### config.mk
export PLATFORM = sky130hd
export DESIGN_NAME = gnss_corr_bank
export DESIGN_NICKNAME = d
export VERILOG_FILES = /design/src/rtl/gnss_pkg.sv /design/src/rtl/gnss_iq_acc.sv /design/src/rtl/gnss_corr_bank.sv
export SDC_FILE = /design/constraint.sdc
export NUM_CORES = 1
export LEC_CHECK = 0
export ABC_AREA = 1
export CAP_MARGIN = 40
export CORE_MARGIN = 2
export CORE_UTILIZATION = 60
export DETAILED_ROUTE_END_ITERATION = 12
export HOLD_SLACK_MARGIN = 0.15
export PLACE_DENSITY = 0.81
export SLEW_MARGIN = 20
export SYNTH_ARGS = -nofsm -noshare
export SYNTH_HDL_FRONTEND = slang
export SYNTH_SLANG_ARGS = --single-unit
export TNS_END_PERCENT = 1
### constraint.sdc
create_clock -name clk -period 4.4 [get_ports clk]
set_input_delay 1.32 -clock clk [delete_from_list [all_inputs] [get_ports clk]]
set_output_delay 1.32 -clock clk [all_outputs]
set_load 0.01 [all_outputs]
### src/rtl/gnss_pkg.sv
// Shared definitions for the multi-tap GNSS correlator channel.
// Holds the default channel dimensions, the config register map and the
// control/code-config bit positions used by the bank and its testbench.
package gnss_pkg;

  // Default channel dimensions
  localparam int unsigned DEF_NTAPS      = 3;
  localparam int unsigned DEF_INTEG_BITS = 18;
  localparam int unsigned DEF_CODE_BITS  = 13;
  localparam int unsigned DEF_NCO_BITS   = 32;

  // Config register map
  typedef enum logic [1:0] {
    CFG_LO   = 2'd0,
    CFG_CG   = 2'd1,
    CFG_CODE = 2'd2,
    CFG_CTRL = 2'd3
  } cfg_addr_e;

  // Control register bit positions
  localparam int unsigned PAUSE   = 0;
  localparam int unsigned CLR_OVR = 1;

  // BOC enable bit inside the code config word
  localparam int unsigned BOC_BIT = 16;

endpackage

### src/rtl/gnss_iq_acc.sv
// One correlator tap: wipes the 1-bit sample with the tap's code chip and the
// quadrature LO, then integrates +/-1 per cycle into signed I and Q sums.
// Ports:
//   clk, rst_n        clock, asynchronous active-low reset
//   sample            1-bit IF sample
//   tap               code chip seen by this tap
//   lo_i, lo_q        quadrature square-wave LO
//   dump              restart the sums at this cycle's contribution
//   acc_i, acc_q      running I/Q integrals (two's complement, wrapping)
module gnss_iq_acc
  import gnss_pkg::*;
#(
  parameter int unsigned INTEG_BITS = DEF_INTEG_BITS
) (
  input  logic                  clk,
  input  logic                  rst_n,
  input  logic                  sample,
  input  logic                  tap,
  input  logic                  lo_i,
  input  logic                  lo_q,
  input  logic                  dump,
  output logic [INTEG_BITS-1:0] acc_i,
  output logic [INTEG_BITS-1:0] acc_q
);

  logic                  d_i;
  logic                  d_q;
  logic [INTEG_BITS-1:0] step_i;
  logic [INTEG_BITS-1:0] step_q;

  // Mixer: XOR of sample, chip and LO maps to -1 when set, +1 when clear
  always_comb begin
    d_i    = sample ^ tap ^ lo_i;
    d_q    = sample ^ tap ^ lo_q;
    step_i = d_i ? {INTEG_BITS{1'b1}} : INTEG_BITS'(1);
    step_q = d_q ? {INTEG_BITS{1'b1}} : INTEG_BITS'(1);
  end

  // Integrate-and-dump; a dump keeps the current cycle's contribution
  always_ff @(posedge clk or negedge rst_n) begin
    if (!rst_n) begin
      acc_i <= '0;
      acc_q <= '0;
    end else if (dump) begin
      acc_i <= step_i;
      acc_q <= step_q;
    end else begin
      acc_i <= acc_i + step_i;
      acc_q <= acc_q + step_q;
    end
  end

endmodule

### src/rtl/gnss_corr_bank.sv
// Multi-tap GNSS correlator channel: carrier NCO with quadrature square-wave
// LO, code NCO pacing an external code generator, a half-chip-spaced code
// delay line, NTAPS I/Q integrate-and-dump taps and an epoch-latched serial
// readout shadow.
// Ports:
//   clk, rst_n        clock, asynchronous active-low reset
//   sample            1-bit IF sample
//   cfg_we/addr/data  config write (0 lo_rate, 1 cg_rate, 2 code config, 3 ctrl)
//   cg_resume         restarts a paused code NCO
//   code_chip         current chip from the external code generator
//   code_rd           advance request to the code generator (combinational)
//   nchip             current chip index
//   epoch             one-cycle pulse after the code wraps
//   dump_rdy          shadow holds an unread dump
//   overrun           sticky: a dump was overwritten unread
//   shift, sout       serial readout strobe and data (shadow MSB)
module gnss_corr_bank
  import gnss_pkg::*;
#(
  parameter int unsigned NTAPS      = DEF_NTAPS,
  parameter int unsigned INTEG_BITS = DEF_INTEG_BITS,
  parameter int unsigned CODE_BITS  = DEF_CODE_BITS,
  parameter int unsigned NCO_BITS   = DEF_NCO_BITS
) (
  input  logic                 clk,
  input  logic                 rst_n,
  input  logic                 sample,
  input  logic                 cfg_we,
  input  logic [1:0]           cfg_addr,
  input  logic [31:0]          cfg_data,
  input  logic                 cg_resume,
  input  logic                 code_chip,
  output logic                 code_rd,
  output logic [CODE_BITS-1:0] nchip,
  output logic                 epoch,
  output logic                 dump_rdy,
  output logic                 overrun,
  input  logic                 shift,
  output logic                 sout
);

  localparam int unsigned SH_W = 2 * NTAPS * INTEG_BITS;

  // Configuration state
  logic [NCO_BITS-1:0]  lo_rate;
  logic [NCO_BITS-1:0]  cg_rate;
  logic [CODE_BITS-1:0] code_len;
  logic                 boc;
  logic                 cg_en;

  // NCOs, delay line and readout state
  logic [NCO_BITS-1:0]  lo_phase;
  logic [NCO_BITS-1:0]  cg_phase;
  logic [NTAPS-1:0]     taps;
  logic [SH_W-1:0]      shadow;
  logic [SH_W-1:0]      dump_word;

  // Combinational decode
  logic                 wr_lo;
  logic                 wr_cg;
  logic                 wr_code;
  logic                 wr_ctrl;
  logic [NCO_BITS:0]    cg_sum;
  logic                 half_carry;
  logic                 full_tick;
  logic                 half_tick;
  logic                 chip_wrap;
  logic                 delay_in;
  logic                 lo_i;
  logic                 lo_q;

  // Config write decode
  always_comb begin
    wr_lo   = cfg_we && (cfg_addr == CFG_LO);
    wr_cg   = cfg_we && (cfg_addr == CFG_CG);
    wr_code = cfg_we && (cfg_addr == CFG_CODE);
    wr_ctrl = cfg_we && (cfg_addr == CFG_CTRL);
  end

  // Code NCO ticks: carry out of the MSB is a full chip, carry into the MSB
  // (recovered from the sum bit) is a half chip; full ticks count as half too
  always_comb begin
    cg_sum     = {1'b0, cg_phase} + {1'b0, cg_rate};
    half_carry = cg_sum[NCO_BITS-1] ^ cg_phase[NCO_BITS-1] ^ cg_rate[NCO_BITS-1];
    full_tick  = cg_en & cg_sum[NCO_BITS];
    half_tick  = cg_en & (half_carry | cg_sum[NCO_BITS]);
    chip_wrap  = (nchip >= code_len);
    delay_in   = code_chip ^ (boc & cg_phase[NCO_BITS-1]);
    lo_i       = lo_phase[NCO_BITS-1];
    lo_q       = lo_phase[NCO_BITS-1] ^ lo_phase[NCO_BITS-2];
  end

  assign code_rd = full_tick;
  assign sout    = shadow[SH_W-1];

  // Config registers
  always_ff @(posedge clk or negedge rst_n) begin
    if (!rst_n) begin
      lo_rate  <= '0;
      cg_rate  <= '0;
      code_len <= '0;
      boc      <= 1'b0;
    end else begin
      if (wr_lo) lo_rate <= cfg_data[NCO_BITS-1:0];
      if (wr_cg) cg_rate <= cfg_data[NCO_BITS-1:0];
      if (wr_code) begin
        code_len <= cfg_data[CODE_BITS-1:0];
        boc      <= cfg_data[BOC_BIT];
      end
    end
  end

  // Code NCO enable: a pause write wins over a simultaneous resume
  always_ff @(posedge clk or negedge rst_n) begin
    if (!rst_n) begin
      cg_en <= 1'b1;
    end else if (wr_ctrl && cfg_data[PAUSE]) begin
      cg_en <= 1'b0;
    end else if (!cg_en && cg_resume) begin
      cg_en <= 1'b1;
    end
  end

  // Carrier NCO runs freely; code NCO holds while paused
  always_ff @(posedge clk or negedge rst_n) begin
    if (!rst_n) begin
      lo_phase <= '0;
      cg_phase <= '0;
    end else begin
      lo_phase <= lo_phase + lo_rate;
      if (cg_en) cg_phase <= cg_sum[NCO_BITS-1:0];
    end
  end

  // Chip counter; >= lets a shortened code wrap on the next tick
  always_ff @(posedge clk or negedge rst_n) begin
    if (!rst_n) begin
      nchip <= '0;
      epoch <= 1'b0;
    end else begin
      epoch <= full_tick & chip_wrap;
      if (full_tick) begin
        if (chip_wrap) nchip <= '0;
        else           nchip <= nchip + CODE_BITS'(1);
      end
    end
  end

  // Half-chip delay line, tap 0 holds the newest (earliest) chip
  always_ff @(posedge clk or negedge rst_n) begin
    if (!rst_n) begin
      taps <= '0;
    end else if (half_tick) begin
      taps <= {taps[NTAPS-2:0], delay_in};
    end
  end

  // Per-tap mixers and accumulators, packed MSB-first as I0,Q0,I1,Q1,...
  for (genvar k = 0; k < NTAPS; k++) begin : g_tap
    logic [INTEG_BITS-1:0] acc_i;
    logic [INTEG_BITS-1:0] acc_q;

    gnss_iq_acc #(
      .INTEG_BITS (INTEG_BITS)
    ) u_acc (
      .clk    (clk),
      .rst_n  (rst_n),
      .sample (sample),
      .tap    (taps[k]),
      .lo_i   (lo_i),
      .lo_q   (lo_q),
      .dump   (epoch),
      .acc_i  (acc_i),
      .acc_q  (acc_q)
    );

    assign dump_word[SH_W-1-(2*k)*INTEG_BITS -: INTEG_BITS]   = acc_i;
    assign dump_word[SH_W-1-(2*k+1)*INTEG_BITS -: INTEG_BITS] = acc_q;
  end

  // Readout shadow: a load in the dump cycle takes priority over a shift
  always_ff @(posedge clk or negedge rst_n) begin
    if (!rst_n) begin
      shadow   <= '0;
      dump_rdy <= 1'b0;
    end else if (epoch) begin
      shadow   <= dump_word;
      dump_rdy <= 1'b1;
    end else if (shift) begin
      shadow   <= {shadow[SH_W-2:0], 1'b0};
      dump_rdy <= 1'b0;
    end
  end

  // Overrun: a fresh overwrite wins over a clear in the same cycle
  always_ff @(posedge clk or negedge rst_n) begin
    if (!rst_n) begin
      overrun <= 1'b0;
    end else if (epoch && dump_rdy) begin
      overrun <= 1'b1;
    end else if (wr_ctrl && cfg_data[CLR_OVR]) begin
      overrun <= 1'b0;
    end
  end

endmodule

* After elaboration in Yosys (flattened, before gate mapping) *
Index checks and enable logic that the tools add are counted.
Widths: inputs -> output; s select.

word-level totals
  flip-flop bits (word level) = 378
  input port bits = 41
  output and inout port bits = 18

operators by class
  $add $sub $neg = 9
  magnitude comparators = 1
  eq/ne operators = 3
  multiplexer cells = 21
  bitwise gates (word level) = 18
  reductions and logical operators = 13

operators by type and width
  kind                   number
  $mux 108               2
  $mux 18                12
  $add 18x18->18         6
  $add 32x32->33         1
  $add 32x32->32         1
  $add 13x1->13 const B  1
  $ge 13x13->1           1
  $mux 13                1
  $xor 1x1->1            13
  $logic_and 1x1->1      8
  $mux 1                 6
  $reduce_bool 2->1      3
  $and 1x1->1            4
  $eq 2x2->1 const B     2
  $eq 2x1->1 const B     1
  $logic_not 2->1        1
  $logic_not 1->1        1
  $or 1x1->1             1

* Depth between registers and ports, before layout *
Gate-level depths: netlist (run 1).

  depth after elaboration = 5
  mapped depth = 17

* Cells and area by module *
A second synthesis (run 1) with hierarchy kept.

second synthesis, totals
  cell total of the unflattened synthesis = 3199
  area, all modules = 24066.8 sq um

by module, submodules not included
  module          times used  cells an instance  area an instance (sq um)
  gnss_corr_bank  1           1741               14506.4
  gnss_iq_acc     3           486                3186.8

* Least setup slack after synthesis (run 1) *
No wires, ideal clock.

  path kind = input-to-reg
  from = in sample
  to = reg g_tap[0].u_acc.acc_i[12]
  library setup time = 120 ps
  data arrival time = 3985 ps
  required time = 4280 ps
  slack = 295 ps
  stages = 15
  buffers on the path = 0
  path through = xnor2_2 xor2_1 inv_1 fa_1 inv_1 nand2_1 nand2_1 o21ai_1 o21ai_1 inv_1 o21ai_2 a21oi_1 or2_0 nand3_1 nand2_1

on the way
  word-level cells in the longest chain between the ends = 5

RTL lines
  what                           RTL line              RTL
  start: declaration             gnss_corr_bank.sv:27  input logic sample,
  $xor 1x1->1 (*) (2 in series)  gnss_iq_acc.sv:33     d_i = sample ^ tap ^ lo_i;
  $mux 18 (*)                    gnss_iq_acc.sv:35     step_i = d_i ? {INTEG_BITS{1'b1}} : INTEG_BITS'(1);
  $add 18x18->18                 gnss_iq_acc.sv:48     acc_i <= acc_i + step_i;
  $mux 18 (*)                    gnss_iq_acc.sv:44     end else if (dump) begin
  end signal: assignment         gnss_iq_acc.sv:45     acc_i <= step_i;
  end signal: assignment         gnss_iq_acc.sv:48
  end: declaration               gnss_iq_acc.sv:22     output logic [INTEG_BITS-1:0] acc_i,

Mark *: on every way between the ends. The rest lies on a longest branch, timed or not.
A chain may end at the register's enable or synchronous reset.

* Final worst setup path (run 1) *
  from = reg cg_phase[0]
  to = out code_rd

on the way
  word-level cells in the longest chain between the ends = 2

RTL lines
  what                      RTL line               RTL
  start: declaration        gnss_corr_bank.sv:53   logic [NCO_BITS-1:0] cg_phase;
  start signal: assignment  gnss_corr_bank.sv:131  if (cg_en) cg_phase <= cg_sum[NCO_BITS-1:0];
  $add 32x32->33            gnss_corr_bank.sv:83   cg_sum = {1'b0, cg_phase} + {1'b0, cg_rate};
  $and 1x1->1               gnss_corr_bank.sv:85   full_tick = cg_en & cg_sum[NCO_BITS];
  end: declaration          gnss_corr_bank.sv:33   output logic code_rd,

Every way passes these cells.

==> results of run 1 <==
==> worst max-delay path: stages (launching register included) <==
cell,delay [ps]
dfrtp_1,390
ha_1,220
fa_1,390
nand2_1,110
o21ai_2,110
a21oi_4,210
o21ai_4,110
a21oi_4,210
nor2_4,70
dlymetal6s2s_1,170
==> what timing repair did <==
item,in CTS,in global routing
resized for setup,1,6
pin swaps,0,0
setup endpoints to repair,1,1
==> sequential cells by signal, summed over array words and instances, names as in the netlist, 13 cells and up <==
register,count
cg_phase,32
nchip,13
g_tap.u_acc.acc_q,54
code_len,13
g_tap.u_acc.acc_i,54
lo_rate,32
lo_phase,32
shadow,108
cg_rate,32
==> synth_stat cells (3+ instances only) <==
library cell	n
a21boi_0	5
a21o_1	19
a21oi_1	190
a21oi_2	3
a221oi_1	4
a31oi_1	14
and2_1	9
buf_1	9
buf_2	6
clkbuf_1	61
dfrtp_1	377
fa_1	8
ha_1	173
inv_1	354
nand2_1	700
nand2_2	3
nand3_1	144
nand3b_1	11
nand4_1	14
nor2_1	194
nor3_1	22
nor4_1	5
o211ai_1	16
o21a_1	5
o21ai_0	248
o21ai_1	17
o21ai_2	13
o21bai_1	32
o221ai_1	96
o31ai_1	16
or2_0	3
or2_2	5
xnor2_1	48
xnor2_2	3
xor2_1	53
==> through the flow <==
step	cells	util, %	area [sq um]	setup TNS [ps]
finish	3508	68.7	26000	0
global route	3508	68.7	26000	0
CTS	3506	68.5	25900	0
detailed placement	3429	64.6	24400	-22.9
global placement	3429	64.6	24400	0
floorplan	2902	-	23100	0
==> kinds of logic (layout without fill, tap and decap cells) <==
family	after synthesis	count (layout)	synth area share [%]
compound gates	686	686	18.0
xor+xnor	106	106	4.18
fa+ha+maj	181	181	10.1
buf+inv	435	530	7.16
flops	378	378	40.9
simple gates	1116	1116	19.7
==> routing by layer <==
layer  GRT usage (%)  vias to the layer above  wire [um]
li1                -                     9892          -
met1            35.5                     9519      24300
met2            48.5                      431      27100
met3            3.81                      107       2310
met4            9.05                        0       1480
met5               0                        -          0
==> path summary, 6_finish.rpt <==
path | slack [ps] | startpoint | cells after the start | endpoint
setup / recovery | 510 | cg_phase[0]$_DFFE_PN0P_ | 9 | code_rd
hold / removal | 480 | g_tap[1].u_acc.acc_q[0]$_DFF_PN0_ | 1 | g_tap[1].u_acc.acc_q[0]$_DFF_PN0_
setup reg to reg | 1250 | lo_phase[31]$_DFF_PN0_ | 15 | g_tap[0].u_acc.acc_q[10]$_DFF_PN0_
hold reg to reg | 480 | g_tap[1].u_acc.acc_q[0]$_DFF_PN0_ | 1 | g_tap[1].u_acc.acc_q[0]$_DFF_PN0_
max in group asynchronous | 2660 | rst_n | 2 | epoch$_DFF_PN0_
min in group asynchronous | 880 | rst_n | 1 | shadow[84]$_DFFE_PN0P_
==> area by class of cell <==
type | instances | area [sq um] | share of cell area (%)
sequential | 378 | 9460 | 36.4
clock buffer | 60 | 1270 | 4.89
tap | 511 | 639 | 2.46
clock inverter | 17 | 206 | 0.794
timing repair buffer | 97 | 1020 | 3.93
inverter | 356 | 1340 | 5.14
multi-input combinational | 2089 | 12100 | 46.4
==> results_dict.tcl, run 1 <==
set metrics [dict create \
    status "finished, final reports clean" \
    vias 19900 \
    drtPass1Iterations 5 \
    hold_violations 0 \
    cts_buffers 43 \
    ys_seq_elements 378 \
    areaGrowthSynthToFinish_pct 12.5 \
    rsz0062_at_grt "false" \
    antenna_cells 0 \
    post_cts_buffers 0 \
    layout_commonest_cell "nand2_1" \
    cts-root-buf "clkbuf_16" \
    cp_max_fo 5 \
    gp_congestion 0.949 \
    antenna_found_initial 0 \
    routed_wl_um 55200 \
    seq_area_frac_synth_pct 40.9 \
    die-area_sq_um 40100 \
    drv_slew 0 \
    grt_max_degree 162 \
    ios 59 \
    fillers 3138 \
    die-width_um 200 \
    synth_flop_cell "dfrtp_1" \
    drive_above_1_share_pct 5.24 \
    hold_buffers 0 \
    final_cell_mix "699 x nand2_1, 376 x dfrtp_1, 353 x inv_1" \
    synth_area_leaders "dfrtp_1 41%, nand2_1 11%, ha_1 9.4%, inv_1 5.7%, o21ai_0 5.4%" \
    finClkSkew_ps 17.9 \
    min_period_ps 3890 \
    synth_top_cell_area_share_pct 40.8 \
    ant_nets 0 \
    hold_ws_ps 478 \
    clk_path_buf_depth 3 \
    min_period_over_period_pct 88.4 \
    grt_pass1_wl_um 94000 \
    drcViolationCount 0 \
    place.detailed.hpwl_um 39300 \
    clock_sinks 378 \
    worstSetupPathType "reg2out" \
    drv_cap 0 \
    die_y_um 200 \
    clk_pin_slew_ps 60 \
    synth_edf_count 0 \
    max-slew-margin-rel_pct 34.1 \
    fp-row-count 71 \
    fin_nets 3187 \
    critPathRequiredTime_ps 3080 \
    grt_pass1_vias 19900 \
    clock.fmax_mhz 257 \
    netlist_area_sq_um 23100 \
    post-place-ws_ps -22.9 \
    setup_violations 0 \
    end_kind "primary output" \
    overflow 0 \
    vias_per_cell 5.69 \
    clock_latency_ps 570 \
    cts_max_level 2 \
    synth.largest_area_cell "dfrtp_1" \
    tightest_slew_ps 989 \
    wire_per_inst_um 15.7 \
    drtIter0Drc 1100 \
    hp-class "reg2reg" \
    ys_types 52 \
    syn-num-nets 3124 \
    grt_util_all_layers_pct 27.7 \
    arrival_ps 2570 \
    syn_inst 2902 \
    start_util_pct 61.1 \
    fin_ws_ps 510 \
    startpoint_type "register" \
    yosysWarnings 0 \
    syn_avg_cell_area_sq_um 7.97 \
    port_buffers 58 \
    core_sq_um 37800 \
    synthArstFlopShare_pct 100 \
    cts_tree "yes" \
]
Power of run 1 is left out: the tool's default activity adds up to more than one toggle a clock period on the data nets, which glitch-free logic cannot reach.
==> run 2: changes to the inputs <==
Settings changed: ABC_AREA 1 to unset.
==> run 2 against run 1 <==
Global-route usage decreased by 2.7 points. Register-to-register slack got worse by 560 ps. Non-clock buffer count increased by 116. Largest cell class unchanged. Critical path depth increased by 1. Final cell count decreased by 21%. Flip-flop and latch count unchanged. Sequential share of layout area increased by 0.80 points.
==> results_dict.tcl, run 2 <==
set metrics [dict create \
    status "finished, final reports clean" \
    clock_latency_ps 550 \
    port_buffers 58 \
    cts_buffers 41 \
    drv_slew 0 \
    fillers 2415 \
    synth_edf_count 0 \
    netlist_top_cells_count "377 x dfrtp_1, 281 x o21ai_0, 174 x nand2_1, 173 x ha_1, 121 x a21oi_1" \
    cts-root-buf "clkbuf_16" \
    ant_nets 0 \
    crit_chain "ha_2 > fa_2 > a211oi_2 > o2111ai_2 > a21oi_4 > a2111oi_4 > a21oi_2 > o31a_1 > o21ai_4 > buf_2" \
    clock_sinks 378 \
    stdcell_count 2787 \
    drcViolationCount 0 \
    areaGrowthSynthToFinish_pct 17.7 \
    synth.largest_area_cell "dfrtp_1" \
    tightest_slew_ps 813 \
    drv_cap 0 \
    finClkSkew_ps 20.7 \
    vias 16300 \
    die-area_sq_um 37600 \
    cp_max_fo 2 \
    min_period_ps 4340 \
    reg.largest.list "shadow x108, g_tap.u_acc.acc_i x54, g_tap.u_acc.acc_q x54" \
    fp-row-count 69 \
    clock.fmax_mhz 231 \
    overflow 0 \
    end_kind "primary output" \
    setup_violations 0 \
    gp_congestion 0.884 \
    worstSetupPathType "reg2out" \
    arrival_ps 3020 \
    layout_commonest_cell "dfrtp_1" \
    cts_max_level 2 \
    ys_seq_elements 378 \
    drtIter0Drc 838 \
    vias_per_cell 5.84 \
    syn_avg_cell_area_sq_um 10.3 \
    die_y_um 194 \
    rsz0062_at_grt "true" \
    clk_path_buf_depth 3 \
    drive_above_1_share_pct 16.6 \
    clk_pin_slew_ps 60 \
    drtPass1Iterations 5 \
    ios 59 \
    core_sq_um 35500 \
    routed_wl_um 46300 \
    grt_util_all_layers_pct 25.0 \
    die-width_um 194 \
    synth_area_leaders "dfrtp_1 44%, ha_1 10%, o21ai_0 6.5%, mux2_2 5.6%, mux2i_1 5.1%" \
    met3_usage_pct 3.53 \
    antenna_cells 0 \
    yosysWarnings 0 \
    start_util_pct 60.9 \
    place.detailed.hpwl_um 31800 \
    hold_violations 0 \
    syn_inst 2108 \
    max-slew-margin-rel_pct 45.8 \
    syn-num-nets 2330 \
    yosysMostFrequentCell "dfrtp_1" \
    critPathRequiredTime_ps 3080 \
    grt_use_met1_pct 32.2 \
    hold_buffers 0 \
    fin_nets 2516 \
    hold_ws_ps 469 \
    critPathMaxStageDelay_ps 380 \
    final_cell_mix "376 x dfrtp_1, 273 x o21ai_0, 174 x nand2_1" \
    startpoint_type "register" \
    synth_top_cell_area_share_pct 43.6 \
    busiest_layer "met2" \
    regArea_sq_um 9460 \
    seq_area_frac_synth_pct 43.8 \
    largest_reg_flops 108 \
    min_period_over_period_pct 98.6 \
    grt_pass1_wl_um 79600 \
    grt_max_degree 209 \
    netlist_area_sq_um 21600 \
    place_inst 2701 \
    ys_types 70 \
    grt_pass1_vias 17000 \
    slowest_stage "a2111oi_4" \
    tns_ps 0 \
    synth_flop_cell "dfrtp_1" \
    cts_tree "yes" \
    grt_use_met2_pct 43.1 \
    multi_input_area_sq_um 11800 \
    wire_per_inst_um 16.6 \
    hp-class "reg2reg" \
    synthArstFlopShare_pct 100 \
    antenna_found_initial 0 \
    top_register "shadow" \
]
-- run 2: final cells by class --
| cell class | count | share of cell area (%) |
|---|---|---|
| Multi-Input combinational cell | 1565 | 46.3 |
| Clock inverter | 18 | 0.796 |
| Clock buffer | 57 | 4.66 |
| Sequential cell | 378 | 37.2 |
| Tap cell | 461 | 2.27 |
| Inverter | 95 | 1.40 |
| Timing Repair Buffer | 213 | 7.37 |
-- run 2: timing repair --
| action | CTS | global route |
|---|---|---|
| gates cloned | 0 | 0 |
| endpoints found under the setup margin | 7 | 27 |
| buffers inserted | 9 | 1 |
| pin swaps | 9 | 3 |
| gates resized for setup | 14 | 20 |
-- run 2: critical path, delay by kind of cell (launching register included) --
kind            cells  cell delay [ps]
compound gates      7             1500
fa+ha+maj           2              420
buf+inv             1              180
flops               1              370
-- run 2: final timing paths --
path / start / end / slack, ps / cells past startpoint
worst min register to register: lo_phase[0]$_DFF_PN0_ / lo_phase[0]$_DFF_PN0_ / 470 / 1
worst max-delay path: cg_rate[0]$_DFFE_PN0P_ / code_rd / 60 / 10
max in group asynchronous: rst_n / cg_en$_DFFE_PN1P_ / 2700 / 2
min in group asynchronous: rst_n / shadow[10]$_DFFE_PN0P_ / 810 / 1
worst min-delay path: lo_phase[0]$_DFF_PN0_ / lo_phase[0]$_DFF_PN0_ / 470 / 1
worst max register to register: cg_rate[0]$_DFFE_PN0P_ / cg_phase[30]$_DFFE_PN0P_ / 690 / 19
-- run 2: cells by family (layout without fill, tap and decap cells) --
logic type,count (synthesis),in the layout,synth area share (%)
compound gates,608,608,16.9
simple gates,397,397,8.41
flops,378,378,43.8
mux,221,221,10.9
fa+ha+maj,181,181,10.8
buf+inv,165,383,2.93
xor+xnor,158,158,6.40
-- run 2: layer usage --
metal / routed length (um) / vias up
met2: 23000 / 293
met3: 1660 / 106
met1: 20200 / 7997
met5: 0 / -
met4: 1460 / 0
li1: - / 7893
-- run 2: stage by stage --
stage | cell area (sq um) | util, % | worst slack, ps
final | 25400 | 71.7 | 61.7
after global routing | 25400 | 71.7 | -19.4
after CTS | 25400 | 71.5 | 59.0
after detailed placement | 23800 | 67.2 | -682
after global placement | 23800 | 67.1 | -518
after floorplan | 21800 | - | -99.4
Power of run 2 is left out for the same reason.
